## config.mk

```make
export PLATFORM = sky130hd
export DESIGN_NAME = output_argmax
export DESIGN_NICKNAME = d
export VERILOG_FILES = /design/src/rtl/output_argmax_pkg.sv /design/src/rtl/output_argmax.sv
export SDC_FILE = /design/constraint.sdc
export NUM_CORES = 1
export LEC_CHECK = 0
export ABC_CLOCK_PERIOD_IN_PS = 3700
export BUFFER_PORTS_ARGS = -buffer_cell sky130_fd_sc_hd__buf_2
export CAP_MARGIN = 20
export CORE_ASPECT_RATIO = 1.4
export CORE_MARGIN = 5
export CORE_UTILIZATION = 47
export DETAILED_ROUTE_END_ITERATION = 16
export PLACE_DENSITY = 0.81
export SLEW_MARGIN = 20
export SYNTH_ARGS = -nofsm -noshare
export SYNTH_HDL_FRONTEND = slang
export SYNTH_SLANG_ARGS = --single-unit
```

## constraint.sdc

```tcl
create_clock -name s_axi_aclk -period 3.7 [get_ports s_axi_aclk]
set_input_delay 0 -clock s_axi_aclk [delete_from_list [all_inputs] [get_ports s_axi_aclk]]
set_output_delay 0 -clock s_axi_aclk [all_outputs]
set_load 0.02 [all_outputs]
```

## src/rtl/output_argmax_pkg.sv

```systemverilog
// Shared digit-recognition types: FSM state encoding and default
// final-layer geometry used by output_argmax and digitRecog.
package output_argmax_pkg;

   localparam int ARGMAX_NUM_INPUTS = 10;
   localparam int ARGMAX_DATA_WIDTH = 16;

   typedef enum logic [1:0] {
      ST_IDLE = 2'd0,
      ST_SCAN = 2'd1,
      ST_DONE = 2'd2
   } argmax_state_e;

endpackage

```

## src/rtl/output_argmax.sv

```systemverilog
// Sequential argmax over the final-layer neuron outputs.
// One element compared per cycle; result raised as a level interrupt.
module output_argmax
   import output_argmax_pkg::*;
#(
   parameter int NUM_INPUTS = ARGMAX_NUM_INPUTS,
   parameter int DATA_WIDTH = ARGMAX_DATA_WIDTH
) (
   input  logic                             s_axi_aclk,
   input  logic                             s_axi_aresetn,
   input  logic [NUM_INPUTS*DATA_WIDTH-1:0] in_data,
   input  logic                             in_valid,
   input  logic                             intr_clr,
   output logic [31:0]                      out_digit,
   output logic [DATA_WIDTH-1:0]            out_max,
   output logic                             intr,
   output logic                             busy,
   output logic                             overrun
);

   localparam int CW = $clog2(NUM_INPUTS) + 1;
   localparam int IW = (NUM_INPUTS > 1) ? $clog2(NUM_INPUTS) : 1;
   localparam logic [CW-1:0] CNT_END = CW'(NUM_INPUTS);

   argmax_state_e                r_state;
   logic signed [DATA_WIDTH-1:0] r_data [NUM_INPUTS];
   logic signed [DATA_WIDTH-1:0] r_max;
   logic signed [DATA_WIDTH-1:0] r_out_max;
   logic [IW-1:0]                r_idx;
   logic [IW-1:0]                r_out_idx;
   logic [CW-1:0]                r_cnt;
   logic                         r_intr;
   logic                         r_busy;
   logic                         r_overrun;

   logic signed [DATA_WIDTH-1:0] w_elem;
   logic                         w_gt;

   always_comb begin
      w_elem = '0;
      for (int i = 0; i < NUM_INPUTS; i++) begin
         if (r_cnt == CW'(i)) w_elem = r_data[i];
      end
   end

   // strict compare keeps the earliest index on ties
   assign w_gt = (w_elem > r_max);

   always_ff @(posedge s_axi_aclk or negedge s_axi_aresetn) begin
      if (!s_axi_aresetn) begin
         r_state   <= ST_IDLE;
         r_max     <= '0;
         r_out_max <= '0;
         r_idx     <= '0;
         r_out_idx <= '0;
         r_cnt     <= '0;
         r_intr    <= 1'b0;
         r_busy    <= 1'b0;
         r_overrun <= 1'b0;
         for (int i = 0; i < NUM_INPUTS; i++) r_data[i] <= '0;
      end else begin
         case (r_state)
            ST_IDLE, ST_DONE: begin
               if (r_state == ST_DONE && intr_clr) r_overrun <= 1'b0;
               if (in_valid) begin
                  for (int i = 0; i < NUM_INPUTS; i++)
                     r_data[i] <= in_data[i*DATA_WIDTH +: DATA_WIDTH];
                  r_max   <= in_data[DATA_WIDTH-1:0];
                  r_idx   <= '0;
                  r_cnt   <= CW'(1);
                  r_intr  <= 1'b0;
                  r_busy  <= 1'b1;
                  r_state <= ST_SCAN;
               end else if (r_state == ST_DONE && intr_clr) begin
                  r_intr  <= 1'b0;
                  r_state <= ST_IDLE;
               end
            end
            ST_SCAN: begin
               if (in_valid) r_overrun <= 1'b1;
               if (r_cnt == CNT_END) begin
                  r_out_idx <= r_idx;
                  r_out_max <= r_max;
                  r_intr    <= 1'b1;
                  r_busy    <= 1'b0;
                  r_state   <= ST_DONE;
               end else begin
                  if (w_gt) begin
                     r_max <= w_elem;
                     r_idx <= r_cnt[IW-1:0];
                  end
                  r_cnt <= r_cnt + CW'(1);
               end
            end
            default: begin
               r_busy  <= 1'b0;
               r_state <= ST_IDLE;
            end
         endcase
      end
   end

   assign out_digit = 32'(r_out_idx);
   assign out_max   = r_out_max;
   assign intr      = r_intr;
   assign busy      = r_busy;
   assign overrun   = r_overrun;

endmodule
```

---- Word level (Yosys, flattened, before mapping) ----
Index checks and enable logic that the tools add are counted.
storage, ports and cells
  flip-flop bits (word level) ............. 210
  latch bits .............................. 0
  bits in writable memories ............... 0
  bits in read-only memories .............. 0
  input port bits ......................... 164
  output and inout port bits .............. 51
  logic and storage cells ................. 86
  memories kept ........................... 0
operators by class
  $add $sub $neg .......................... 1
  $mul .................................... 0
  divide/modulo/power cells ............... 0
  order comparisons ....................... 1
  eq/ne operators ......................... 19
  shift-type cells ........................ 0
  muxes and demuxes ....................... 33
  bitwise logic cells ..................... 0
  reduce and logical (&&, ||, !) cells .... 13
operator list
  cell                   number
  $mux W16               13
  $pmux W16 S2           1
  $eq A5 B3 Y1 const B   4
  $gt A16 B16 Y1         1
  $eq A5 B4 Y1 const B   3
  $mux W4                3
  $ne A2 B2 Y1 const B   6
  $eq A5 B2 Y1 const B   2
  $mux W5                2
  $pmux W5 S2            1
  $reduce_and A3 Y1      3
  $pmux W4 S2            1
  $reduce_and A2 Y1      4
  $mux W2                3
  $pmux W1 S2            3
  $add A5 B1 Y5 const B  1
  $eq A5 B1 Y1 const B   1
  $logic_not A5 Y1       1
  $mux W1                5
  $pmux W2 S2            1
  $reduce_and A4 Y1      1
  $ne A3 B3 Y1 const B   1
  $eq A2 B1 Y1 const B   1
  $eq A2 B2 Y1 const B   1
  4 further kinds        4

---- Longest topological paths before layout ----
  depth in word-level cells ............... 15
  depth in mapped cells ................... 18
  gate-level depth less buffers ........... 15

---- Least setup slack after synthesis ----
No wires, ideal clock.
  path type ............................... reg2reg
  from .................................... reg r_cnt[0]
  to ...................................... reg r_idx[0]
  setup time .............................. 0.120 ns
  arrival time ............................ 3.650 ns
  required time ........................... 3.580 ns
  slack ................................... -0.069 ns
  stages on the path, launching flop included .. 16
  period minus slack after synthesis ...... 3.769 ns
  cell sequence ........................... dfrtp_1 ha_1 buf_6 or4_4 buf_6 o32ai_1 o21ai_1 a31oi_1 o21ai_0 ha_1 a2111oi_0 nand4_1 o41a_2 buf_4 buf_6 a31o_1
between the ends
  longest elaborated chain between the ends .. 14
RTL lines
  element                             RTL line             RTL
  start, declared                     output_argmax.sv:31  logic [CW-1:0] r_cnt;
  start signal, assigned              output_argmax.sv:92  r_cnt <= r_cnt + CW'(1);
  $logic_not A5 Y1                    output_argmax.sv:42  if (r_cnt == CW'(i)) w_elem = r_data[i];
  $mux W16 (10 in a row)              output_argmax.sv:42
  $gt A16 B16 Y1                      output_argmax.sv:47  assign w_gt = (w_elem > r_max);
  $ne A2 B2 Y1 (no source line)       n/a
  $reduce_and A4 Y1 (no source line)  n/a
  end signal, assigned                output_argmax.sv:90  r_idx <= r_cnt[IW-1:0];
  end, declared                       output_argmax.sv:29  logic [IW-1:0] r_idx;
Several ways; a longest one is shown, not always the timed one. The select of a mux whose other input is x is not followed.
A chain may end at the register's enable or synchronous reset.

---- Final worst setup path ----
  from .................................... reg r_cnt[1]
  to ...................................... reg r_idx[2]
between the ends
  longest elaborated chain between the ends .. 14
RTL lines
  element                               RTL line
  $logic_not A5 Y1                      output_argmax.sv:42
  $mux W16 (10 in a row)                output_argmax.sv:42
  $gt A16 B16 Y1                        output_argmax.sv:47
  $ne A2 B2 Y1 (no source line)         n/a
  $reduce_and A4 Y1 (no source line) *  n/a
Every way passes the cells marked *; elsewhere a longest branch is shown, timed or not.

==> flow_metrics.env <==
export IMPL_cp_required_ns=4.09
export IMPL_numClockSinks=210
export IMPL_clock_fmax_mhz=269.7
export IMPL_yosysWarnings=0
export IMPL_dp_hpwl_mm=26.17
export IMPL_setup_slack_ns=-0.007645
export IMPL_die_w_um=137.3
export IMPL_synth_edf_count=0
export IMPL_slew_viol_final=0
export IMPL_hold_class="in2async"
export IMPL_grt_max_degree=93
export IMPL_slew_headroom_pct=42.52
export IMPL_crit_fanout=24
export IMPL_ys_async_sr_fraction_pct=100.0
export IMPL_finalCritPeriodShare_pct=100.2
export IMPL_antenna_found_initial=0
export IMPL_ys_seq_elements=210
export IMPL_grtUsageTotal_pct=32.13
export IMPL_hold_viol=0
export IMPL_cts_path_max_buffers=3
export IMPL_hold_ws_ns=0.07863
export IMPL_ios=215
export IMPL_fin_skew_ns=0.01821
export IMPL_drtIter0Drc=1234
export IMPL_htreeDepth=1
export IMPL_drc_errors=0
export IMPL_drive_above_1_share_pct=26.55
export IMPL_dp_worst_setup_slack_ns=-0.2768
export IMPL_wl_mm=42.52
export IMPL_yosysSeqAreaShare_pct=49.27
export IMPL_chipHeight_um=188.2
export IMPL_max_cap_viol_count=0
export IMPL_power_leakage_nw=7.725
export IMPL_placed_cell_area_um2=12510
export IMPL_grt_first_pass_wirelength_mm=63.85
export IMPL_dieArea_um2=25850
export IMPL_vias=11370
export IMPL_cp_end_kind="register"
export IMPL_cts_made_buffers=20
export IMPL_status="complete, but fails checks"
export IMPL_finalSetupViolations=3
export IMPL_ys_top_cells_by_area="dfrtp_1 (49%), nand2_1 (18%), ha_1 (2.3%), buf_4 (2.3%), clkbuf_1 (1.8%)"
export IMPL_ir_drop_uv=723.5
export IMPL_design_area_um2=15490
export IMPL_totalPowerFinal_w=0.01524
export IMPL_failed_checks="setup timing"
export IMPL_post_drt_wl_per_cell_um=21.29
export IMPL_place_gp_congestion=1.049
export IMPL_synth_cell_types=79
export IMPL_synth_top_area_cell="dfrtp_1"
export IMPL_synth_top_area_share_pct=49.27
export IMPL_clk_pin_slew_ns=0.06
export IMPL_finalCriticalPeriod_ns=3.708
export IMPL_postRouteAntennaNets=0
export IMPL_mappedNetlistArea_um2=10670
export IMPL_overflow=0
export IMPL_power_density_nw_per_um2=983.6
export IMPL_synth_flop_cell="dfrtp_1"
export IMPL_rows=65
export IMPL_postLayoutCoreUtil_pct=69.01
export IMPL_clkLatencyLatePin_ns=0.52
export IMPL_cp_arrival_ns=4.10
export IMPL_syn_area_per_cell_um2=8.553
export IMPL_nets=1865
export IMPL_tightest_slew_ns=0.8622
export IMPL_first_pass_iters=6
export IMPL_postSynthCellCount=1247
export IMPL_cts_tree="built"
export IMPL_path_class="reg2reg"
export IMPL_clockRootBuffer="clkbuf_16"
export IMPL_initial_core_util_pct=47.51
export IMPL_area_growth_pct=45.25
export IMPL_core_area_um2=22450
export IMPL_port_buffers=186
export IMPL_rsz0062_at_grt="yes"
export IMPL_viasPerCell=5.691
export IMPL_start_kind="register"
export IMPL_grt_pass1_vias=11620
synthesized netlist by cell type (all sizes together) (11+ instances only):
library cell    n
a32o           11
a31oi          15
a21oi          41
o22ai          15
buf            60
nand3b         15
a221oi         13
clkbuf         52
dfrtp         210
nor2b          26
ha             20
o21ai          44
nor2           32
inv            30
a22oi          11
o211ai         12
nand2         512
final cells by class:
type	instances	area [um^2]
repair buffers	497	3879
clock buffers	28	601.8
flip-flops and latches	210	5258
diodes	1	2.502
multi-input cells	921	5182
well taps	301	376.6
clock inverters	8	75.07
fillers	1566	6955
inverters	31	116.4
state kept, by name, summed over array words and instances (netlist names), 2 cells and up:
register,cells
out_max,16
r_cnt,5
r_idx,4
r_data,160
r_max,16
r_state,2
r_out_idx,4
power by group:
part / internal (W) / leakage [nW] / total (W) / switching, W
Sequential: 0.00341 / 2.61 / 0.00434 / 0.000930
Clock: 0.00121 / 0.324 / 0.00213 / 0.000923
Combinational: 0.00404 / 4.79 / 0.00877 / 0.00473
Total: 0.00865 / 7.73 / 0.0152 / 0.00658
what timing repair did:
item,in CTS,in global routing
endpoints found under the hold margin,259,0
resized for setup,49,34
setup endpoints to repair,29,29
setup buffers,13,12
pin swaps,19,18
hold buffers,164,0
cloned,1,2
critical path, cell delays in order (launching register included):
cell       delay [ns]
dfrtp_2          0.46
ha_4             0.19
buf_6            0.13
buf_12           0.15
and4bb_4         0.24
buf_4            0.15
a221oi_2         0.28
buf_4            0.15
a21oi_2          0.06
ha_1             0.24
buf_4            0.16
nor2b_1          0.14
nor4_2           0.36
a2bb2oi_2        0.18
o41a_4           0.25
buf_12           0.18
nor2b_1          0.07
a31o_1           0.19
through the flow:
stage	cells	setup TNS, ns
floorplan	1274	0
global placement	1768	-3.174
detailed placement	1768	-5.887
CTS	1982	0
global route	1996	-1.654
finish	1997	-0.01250
cells by family (layout without fill, tap and decap cells):
| logic type | count (synthesis) | after routing | synth area share, % |
|---|---|---|---|
| AND/OR/NAND/NOR | 641 | 641 | 25.76 |
| AO/OA/AOI/OAI | 221 | 221 | 14.78 |
| flip-flops | 210 | 210 | 49.27 |
| buffers and inverters | 143 | 564 | 6.734 |
| adder cells (fa/ha/maj) | 20 | 20 | 2.346 |
| multiplexers | 8 | 8 | 0.8212 |
| XOR/XNOR | 3 | 3 | 0.2464 |
| other | 1 | 29 | 0.03516 |
cells in the final DEF (no fill, tap or decap), types with 24 or more instances in the layout:
cell / Yosys / routed
nand2_1: 512 / 511
nor2b_1: 26 / 24
conb_1: 1 / 28
buf_4: 33 / 129
nor2_1: 31 / 29
dfrtp_1: 210 / 208
a21oi_1: 35 / 34
o21ai_0: 37 / 31
buf_2: 16 / 185
inv_1: 30 / 27
dlygate4sd3_1: 0 / 164
worst paths after layout:
kind	from	endpoint	slack, ns	depth (start not counted)
min in group s_axi_aclk	in_data[74]	r_data[90]	0.22	4
worst min-delay path	s_axi_aresetn	r_data[61]	0.08	2
max in group asynchronous	s_axi_aresetn	out_max[11]	2.59	3
worst max register to register	r_cnt[1]	r_idx[2]	-0.008	17
worst max-delay path	r_cnt[1]	r_idx[2]	-0.008	17
worst min register to register	out_max[3]	out_max[3]	0.47	2
per-layer routing:
metal,wire [um],track usage [%],share of wire (%),vias to the layer above
met4,3306,18.47,7.8,0
li1,-,-,-,4993
met1,15040,38.11,35,5389
met2,21130,55.27,50,748
met3,3044,4.140,7.2,235
met5,0,0,0,-
(Power assumes the default switching activity.)
